[src/rtl/ltc_frame_sync_ctrl.sv]
// LTC frame synchroniser: hunts for the 16-bit sync word in the recovered bit
// stream, confirms lock, flywheels through sync errors and emits 64-bit payloads.
module ltc_frame_sync_ctrl #(
    parameter logic [15:0] SYNC_WORD      = 16'h3FFD,
    parameter int unsigned LOCK_CONFIRM   = 2,
    parameter int unsigned MISS_LIMIT     = 3,
    parameter int unsigned TIMEOUT_CYCLES = 2000
) (
    input  logic        clk,
    input  logic        rst,
    input  logic        bit_valid,
    input  logic        bit_data,
    input  logic        nosignal,
    output logic        frame_valid,
    output logic [63:0] frame_data,
    output logic        locked,
    output logic [1:0]  state,
    output logic [15:0] frame_count,
    output logic [7:0]  sync_err_count
);
    localparam int unsigned   TW             = $clog2(TIMEOUT_CYCLES + 1);
    localparam logic [3:0]    LOCK_CONFIRM_C = LOCK_CONFIRM[3:0];
    localparam logic [3:0]    MISS_LIMIT_C   = MISS_LIMIT[3:0];
    localparam logic [TW-1:0] TIMEOUT_C      = TIMEOUT_CYCLES[TW-1:0];
    localparam logic [6:0]    LAST_BIT       = 7'd79;

    typedef enum logic [1:0] {
        HUNT   = 2'b00,
        VERIFY = 2'b01,
        LOCKED = 2'b10
    } state_t;

    state_t        state_q, state_d;
    logic [79:0]   sr_q, sr_d;
    logic [6:0]    bit_cnt_q, bit_cnt_d;
    logic [3:0]    confirm_cnt_q, confirm_cnt_d;
    logic [3:0]    miss_cnt_q, miss_cnt_d;
    logic [TW-1:0] timer_q, timer_d;
    logic          emit_pend_q, emit_pend_d;
    logic          frame_valid_q, frame_valid_d;
    logic [63:0]   frame_data_q, frame_data_d;
    logic          locked_q, locked_d;
    logic [15:0]   frame_count_q, frame_count_d;
    logic [7:0]    sync_err_count_q, sync_err_count_d;

    logic [79:0]   sr_shift;
    logic          sync_hit;
    logic          boundary;

    always_comb begin
        state_d          = state_q;
        sr_d             = sr_q;
        bit_cnt_d        = bit_cnt_q;
        confirm_cnt_d    = confirm_cnt_q;
        miss_cnt_d       = miss_cnt_q;
        emit_pend_d      = 1'b0;
        frame_valid_d    = 1'b0;
        frame_data_d     = frame_data_q;
        frame_count_d    = frame_count_q;
        sync_err_count_d = sync_err_count_q;

        sr_shift = {sr_q[78:0], bit_data};
        sync_hit = (sr_shift[15:0] == SYNC_WORD);
        boundary = (bit_cnt_q == LAST_BIT);

        // The frame captured on the previous edge is published one cycle later.
        if (emit_pend_q) begin
            frame_valid_d = 1'b1;
            frame_count_d = frame_count_q + 16'd1;
            for (int i = 0; i < 64; i++) begin
                frame_data_d[i] = sr_q[79 - i];
            end
        end

        if (bit_valid) begin
            timer_d = '0;
        end else if (timer_q != TIMEOUT_C) begin
            timer_d = timer_q + {{(TW-1){1'b0}}, 1'b1};
        end else begin
            timer_d = timer_q;
        end

        if (nosignal || (!bit_valid && timer_d == TIMEOUT_C)) begin
            state_d       = HUNT;
            bit_cnt_d     = '0;
            confirm_cnt_d = '0;
            miss_cnt_d    = '0;
        end else if (bit_valid) begin
            sr_d      = sr_shift;
            bit_cnt_d = boundary ? 7'd0 : bit_cnt_q + 7'd1;
            case (state_q)
                HUNT: begin
                    if (sync_hit) begin
                        bit_cnt_d     = '0;
                        confirm_cnt_d = 4'd1;
                        miss_cnt_d    = '0;
                        state_d       = (LOCK_CONFIRM_C == 4'd1) ? LOCKED : VERIFY;
                    end
                end
                VERIFY: begin
                    if (boundary) begin
                        if (sync_hit) begin
                            confirm_cnt_d = confirm_cnt_q + 4'd1;
                            if (confirm_cnt_d == LOCK_CONFIRM_C) begin
                                state_d     = LOCKED;
                                miss_cnt_d  = '0;
                                emit_pend_d = 1'b1;
                            end
                        end else begin
                            state_d       = HUNT;
                            confirm_cnt_d = '0;
                        end
                    end
                end
                LOCKED: begin
                    // Mid-frame matches are ignored; only the flywheel boundary counts.
                    if (boundary) begin
                        if (sync_hit) begin
                            emit_pend_d = 1'b1;
                            miss_cnt_d  = '0;
                        end else begin
                            if (sync_err_count_q != 8'hFF) begin
                                sync_err_count_d = sync_err_count_q + 8'd1;
                            end
                            miss_cnt_d = miss_cnt_q + 4'd1;
                            if (miss_cnt_d == MISS_LIMIT_C) begin
                                state_d       = HUNT;
                                confirm_cnt_d = '0;
                                miss_cnt_d    = '0;
                            end
                        end
                    end
                end
                default: state_d = HUNT;
            endcase
        end

        locked_d = (state_d == LOCKED);
    end

    always_ff @(posedge clk) begin
        if (rst) begin
            state_q          <= HUNT;
            sr_q             <= '0;
            bit_cnt_q        <= '0;
            confirm_cnt_q    <= '0;
            miss_cnt_q       <= '0;
            timer_q          <= '0;
            emit_pend_q      <= 1'b0;
            frame_valid_q    <= 1'b0;
            frame_data_q     <= '0;
            locked_q         <= 1'b0;
            frame_count_q    <= '0;
            sync_err_count_q <= '0;
        end else begin
            state_q          <= state_d;
            sr_q             <= sr_d;
            bit_cnt_q        <= bit_cnt_d;
            confirm_cnt_q    <= confirm_cnt_d;
            miss_cnt_q       <= miss_cnt_d;
            timer_q          <= timer_d;
            emit_pend_q      <= emit_pend_d;
            frame_valid_q    <= frame_valid_d;
            frame_data_q     <= frame_data_d;
            locked_q         <= locked_d;
            frame_count_q    <= frame_count_d;
            sync_err_count_q <= sync_err_count_d;
        end
    end

    assign frame_valid    = frame_valid_q;
    assign frame_data     = frame_data_q;
    assign locked         = locked_q;
    assign state          = state_q;
    assign frame_count    = frame_count_q;
    assign sync_err_count = sync_err_count_q;

endmodule

[config.mk]
export PLATFORM = sky130hd
export DESIGN_NAME = ltc_frame_sync_ctrl
export DESIGN_NICKNAME = d
export VERILOG_FILES = /design/src/rtl/ltc_frame_sync_ctrl.sv
export SDC_FILE = /design/constraint.sdc
export NUM_CORES = 1
export LEC_CHECK = 0
export CAP_MARGIN = 40
export CORE_MARGIN = 2
export CORE_UTILIZATION = 45
export DETAILED_ROUTE_END_ITERATION = 16
export PLACE_DENSITY = 0.67
export SYNTH_ARGS = -nofsm -noshare
export SYNTH_HDL_FRONTEND = slang
export SYNTH_SLANG_ARGS = --single-unit
[constraint.sdc]
create_clock -name clk -period 6.1 [get_ports clk]
set_clock_uncertainty 0.15 [all_clocks]
set_input_delay 1.22 -clock clk [delete_from_list [all_inputs] [get_ports clk]]
set_output_delay 1.22 -clock clk [all_outputs]
set_load 0.02 [all_outputs]
; ---- Yosys cells after proc, flatten, opt, wreduce, memory -nomap -nowiden
; Cells that the tools add are included.
; W data, S select, Z words.
[totals]
reg_bits = 199
out_inout_bits = 92
[op_classes]
addsub = 6
n_eq_ne = 17
n_mux = 37
n_bitwise = 3
n_reduce_logical = 11
[ops]
columns = operator, count
row1 = $mux W4, 13
row2 = $pmux W4 S3, 2
row3 = $mux W11, 2
row4 = $mux W7, 3
row5 = $mux W2, 9
row6 = $add A16 B1 Y16 const B, 1
row7 = $eq A16 B14 Y1 const B, 1
row8 = $ne A2 B2 Y1 const B, 7
row9 = $reduce_and A7 Y1, 2
row10 = $add A11 B1 Y11 const B, 1
row11 = $eq A11 B11 Y1 const B, 1
row12 = $ne A11 B11 Y1 const B, 1
row13 = $add A4 B1 Y4 const B, 2
row14 = $add A8 B1 Y8 const B, 1
row15 = $eq A4 B2 Y1 const B, 2
row16 = $ne A8 B8 Y1 const B, 1
row17 = $add A7 B1 Y7 const B, 1
row18 = $eq A7 B7 Y1 const B, 1
row19 = $mux W1, 6
row20 = $pmux W2 S3, 1
row21 = $reduce_and A6 Y1, 1
row22 = $eq A2 B2 Y1 const B, 2
row23 = $not A1 Y1, 3
row24 = $reduce_bool A3 Y1, 1
row25 = other kinds (9), 9

; ---- Longest topological paths before layout
[depth]
depth_word = 9
ltp_mapped = 8
depth_no_buf = 7

; ---- Worst setup path before layout
; OpenSTA, ideal clock, no wires.
[synth_timing]
kind = input to register
from = input bit_data
to = register state_q[0] (netlist: state[0])
setup_ns = 0.080
t_arrival_ns = 2.843
required_ns = 5.870
setup_slack_ns = 3.027
path_stages = 6
path_buffers = 1
path_cell_list = nand4b_1 > or4_1 > buf_2 > or3_1 > a311oi_1 > nor3b_1
[synth_between]
elab_chain_len = 6
elab_cells_between_ends = 9
classes_between = 1 x eq/ne / 8 x mux
[synth_lines]
columns = item, line_no
row1 = from (decl), 12  ; input logic bit_data,
row2 = $eq A16 B14 Y1 *, 63  ; sync_hit = (sr_shift[15:0] == SYNC_WORD);
row3 = "$mux W2, on equally long branches", "118, 102"
row4 = "$mux W2, on equally long branches", "117, 101"
row5 = $pmux W2 S3 *, 91  ; case (state_q)
row6 = $mux W2 *, 88  ; end else if (bit_valid) begin
row7 = $mux W2 *, 83  ; if (nosignal || (!bit_valid && timer_d == TIMEOUT_C)) begin
row8 = to (signal assigned), 156  ; state_q <= state_d;
row9 = to (decl), 33  ; state_t state_q, state_d;
; Every way passes the cells marked *; elsewhere a longest branch is shown, timed or not.
; A chain may end at the register's enable or synchronous reset.

; ---- Worst setup path in the final report
[layout_timing]
from = input bit_data
to = register miss_cnt_q[1]
[layout_between]
elab_chain_len = 4
elab_cells_between_ends = 7
classes_between = 3 x eq/ne / 3 x mux / 1 x reduce/logical
[layout_lines]
columns = item, line_no
row1 = $eq A16 B14 Y1 *, 63
row2 = $mux W4, 118  ; if (sync_hit) begin
row3 = $mux W4, 117  ; if (boundary) begin
row4 = $pmux W4 S3, 91
row5 = to (signal assigned), 160  ; miss_cnt_q <= miss_cnt_d;
row6 = to (decl), 37  ; logic [3:0] miss_cnt_q, miss_cnt_d;
; Every way passes the cells marked *; elsewhere a longest branch is shown, timed or not. The select of a mux whose other input is x is not followed.

==> metrics.txt <==
outcome finished clean; Post-layout nets between 900 and 1000; post-layout min period between 3000 and 4000 ps; worst max-slew margin expressed relative to the limit around two fifths; Post-Synthesis Net Count 930; wire length on met1 between 8 and 9 mm; Initial Utilization 46.24%; wire length on met3 approximately 770 um; antenna violations before repair 0; Ant. Diodes 0; relative area change from synthesis to final layout 21.35%; class of the most critical setup path in -> reg; CORE AREA 17420 um2; largest vdd supply drop about 0.00022 V; root buffer selected by CTS sky130_fd_sc_hd__clkbuf_16; DIE WIDTH between 100 and 150 um; number of enable-type register cells in the synthesized netlist 0; Crit Reg-Reg Startpoint confirm_cnt_q[0]; worst setup path start bit_data; wire length after detailed routing 16.78 mm; number of vias per cell around 5.2; largest net degree at the start of global routing between 80 and 90; Crit. End Element flop; total via count after detailed routing roughly 6300; Wirelength per Cell 13.77 um; post-synth cell types 59; ratio of cells with drive above 1 in the final layout about 6.5%; Worst EP arrival 3600 ps; initial drt markers approximately 360; most frequent cells in the layout sky130_fd_sc_hd__dfxtp_1, sky130_fd_sc_hd__nand2_1, sky130_fd_sc_hd__nor2_1, sky130_fd_sc_hd__clkdlybuf4s50_1, sky130_fd_sc_hd__a21oi_1; routed length on met2 7.792 mm; Fmax slightly below 300 MHz; cell count after synthesis between 900 and 1000; CTS clk-pin slew, worst paths roughly 80 ps; total of cells resized after clock tree synthesis 0; Die Footprint around 19000 um2; post-detailed-placement half-perimeter wirelength ~11 mm; CTS H-tree depth 4; Finish-stage setup viols 0; number of global-route vias before repair between 5000 and 6000; routability-driven placement congestion ratio 0.8168; flops & latches, synth a little under 200; final max-slew violation count 0; number of clock sinks 199; global routing usage summed across all routing layers between 15 and 20%; highest net fanout along the worst path 5; antenna viol nets, final 0; type of the worst min-delay path reg -> reg; portion of the post-synthesis area used by sequential elements about half; most common cell after layout, fill and taps aside sky130_fd_sc_hd__dfxtp_1; fillcell total 1608; CTS buffer count 17; highest signal layer in the routed design met4; final total negative setup slack 0 ps; max-cap check violation count 0; number of optimization iterations in the first detailed-route pass 5; Setup Buffers After CTS 0; critical hold path startpoint sr_q[15]; area of the mapped netlist between 8000 and 9000 um2; final hold violation count 0; worst-case clock buffer depth 2; hold bufs inserted after CTS 0; top-level I/O count between 90 and 100; Setup crit start kind input pin; total power density per cell area between 200 and 300 nW/um2; number of non-filler instances in the completed layout 1218; wire length of the first global-routing pass roughly 28 mm; synthesized area per cell roughly 8.8 um2; standard-cell row count 48; setup repair after global routing missed its margin false; insertion delay to the later sink of the worst-skew pair 430 ps; slew at the pin closest to its max-slew limit roughly 900 ps; height of the die 137.8 um; Synth async-reset ratio 0%; top flip-flop cell by instance count after synthesis sky130_fd_sc_hd__dfxtp_1; TritonCTS clock tree yes; number of warnings issued by yosys 0; post-route DRC violation count 0; total congestion overflow 0; post-placement cell count roughly 1200; ratio of final minimum period to clock period 55.87%; Req. time, crit path roughly 6300 ps; cell leakage power 3.111 nW; Port-buffer cells 96
==> report_power, final <==
part | internal [W] | switching (W)
Combinational | 0.0000104 | 0.0000449
Sequential | 0.00130 | 0.00000191
Clock | 0.000569 | 0.000559
==> metal layers <==
layer	vias up	track usage, %
met4	0	4.762
li1	3250	-
met1	2962	23.78
met3	7	4.967
met5	-	0
met2	103	28.86
==> worst max-delay path, stage by stage <==
cell and delay, ps:
sky130_fd_sc_hd__clkdlybuf4s50_1 500, sky130_fd_sc_hd__nand4b_1 230, sky130_fd_sc_hd__o41ai_1 650, sky130_fd_sc_hd__a22oi_1 260, sky130_fd_sc_hd__or4b_1 540, sky130_fd_sc_hd__a211oi_2 220
==> synthesized netlist by cell type (5+ instances only) <==
master / n / area (um2)
sky130_fd_sc_hd__xor2_1: 10 / 87.58
sky130_fd_sc_hd__buf_1: 9 / 33.78
sky130_fd_sc_hd__nor4_1: 16 / 100.1
sky130_fd_sc_hd__nor2_1: 101 / 379.1
sky130_fd_sc_hd__inv_1: 16 / 60.06
sky130_fd_sc_hd__a21oi_1: 91 / 455.4
sky130_fd_sc_hd__xnor2_1: 22 / 192.7
sky130_fd_sc_hd__nor3_1: 16 / 80.08
sky130_fd_sc_hd__mux2i_1: 69 / 690.7
sky130_fd_sc_hd__nand3_1: 15 / 75.07
sky130_fd_sc_hd__o21ai_0: 12 / 60.06
sky130_fd_sc_hd__nand2_1: 179 / 671.9
sky130_fd_sc_hd__ha_1: 13 / 162.7
sky130_fd_sc_hd__or2_2: 5 / 31.28
sky130_fd_sc_hd__nand4_1: 11 / 68.82
sky130_fd_sc_hd__clkbuf_1: 41 / 153.9
sky130_fd_sc_hd__or3_1: 6 / 37.54
sky130_fd_sc_hd__dfxtp_1: 199 / 3984
==> sequential cells by signal (all words and copies together) (netlist names) <==
signal and flops:
confirm_cnt_q 4, bit_cnt_q 7, emit_pend_q 1, frame_data 64, state 2, frame_valid 1
sync_err_count 8, miss_cnt_q 4, frame_count 16, timer_q 11, locked 1, sr_q 80
==> final cells by class <==
class / instances / area [um2] / share of cell area (%)
timing repair buffer: 105 / 1059 / 10.83
clock buffer: 18 / 439.2 / 4.494
inverter: 16 / 60.06 / 0.6146
multi-input combinational: 641 / 3780 / 38.68
sequential: 199 / 3988 / 40.81
tap: 225 / 281.5 / 2.881
clock inverter: 14 / 165.2 / 1.690
==> path summary, 6_finish.rpt <==
check | end | slack [ps] | cells after the start
worst max-delay path | miss_cnt_q[1] | 2690 | 6
worst min-delay path | sr_q[16] | 310 | 2
worst max register to register | miss_cnt_q[1] | 3420 | 6
worst min register to register | sr_q[16] | 310 | 2
==> through the flow <==
stage                     power [W]  utilization, %  area, um2  setup slack (ps)  hold WS, ps
after floorplan            0.001372               -       8053              3027        282.1
after global placement     0.001386           52.36       9120              2215        291.9
after detailed placement   0.001387           52.64       9168              2276        298.5
after CTS                  0.002512           56.11       9772              2711        309.2
after global routing       0.002572           56.11       9772              2581        329.8
final                      0.002485           56.11       9772              2692        308.0
==> cell families after synthesis <==
logic type / after synthesis / share of synthesized area, %
buffers and inverters: 72 / 3.714
adder cells (fa/ha/maj): 13 / 2.020
AO/OA/AOI/OAI: 140 / 10.58
multiplexers: 69 / 8.577
flip-flops: 199 / 49.47
XOR/XNOR: 32 / 3.480
AND/OR/NAND/NOR: 387 / 22.16
Power figures use the tool's default switching activity.
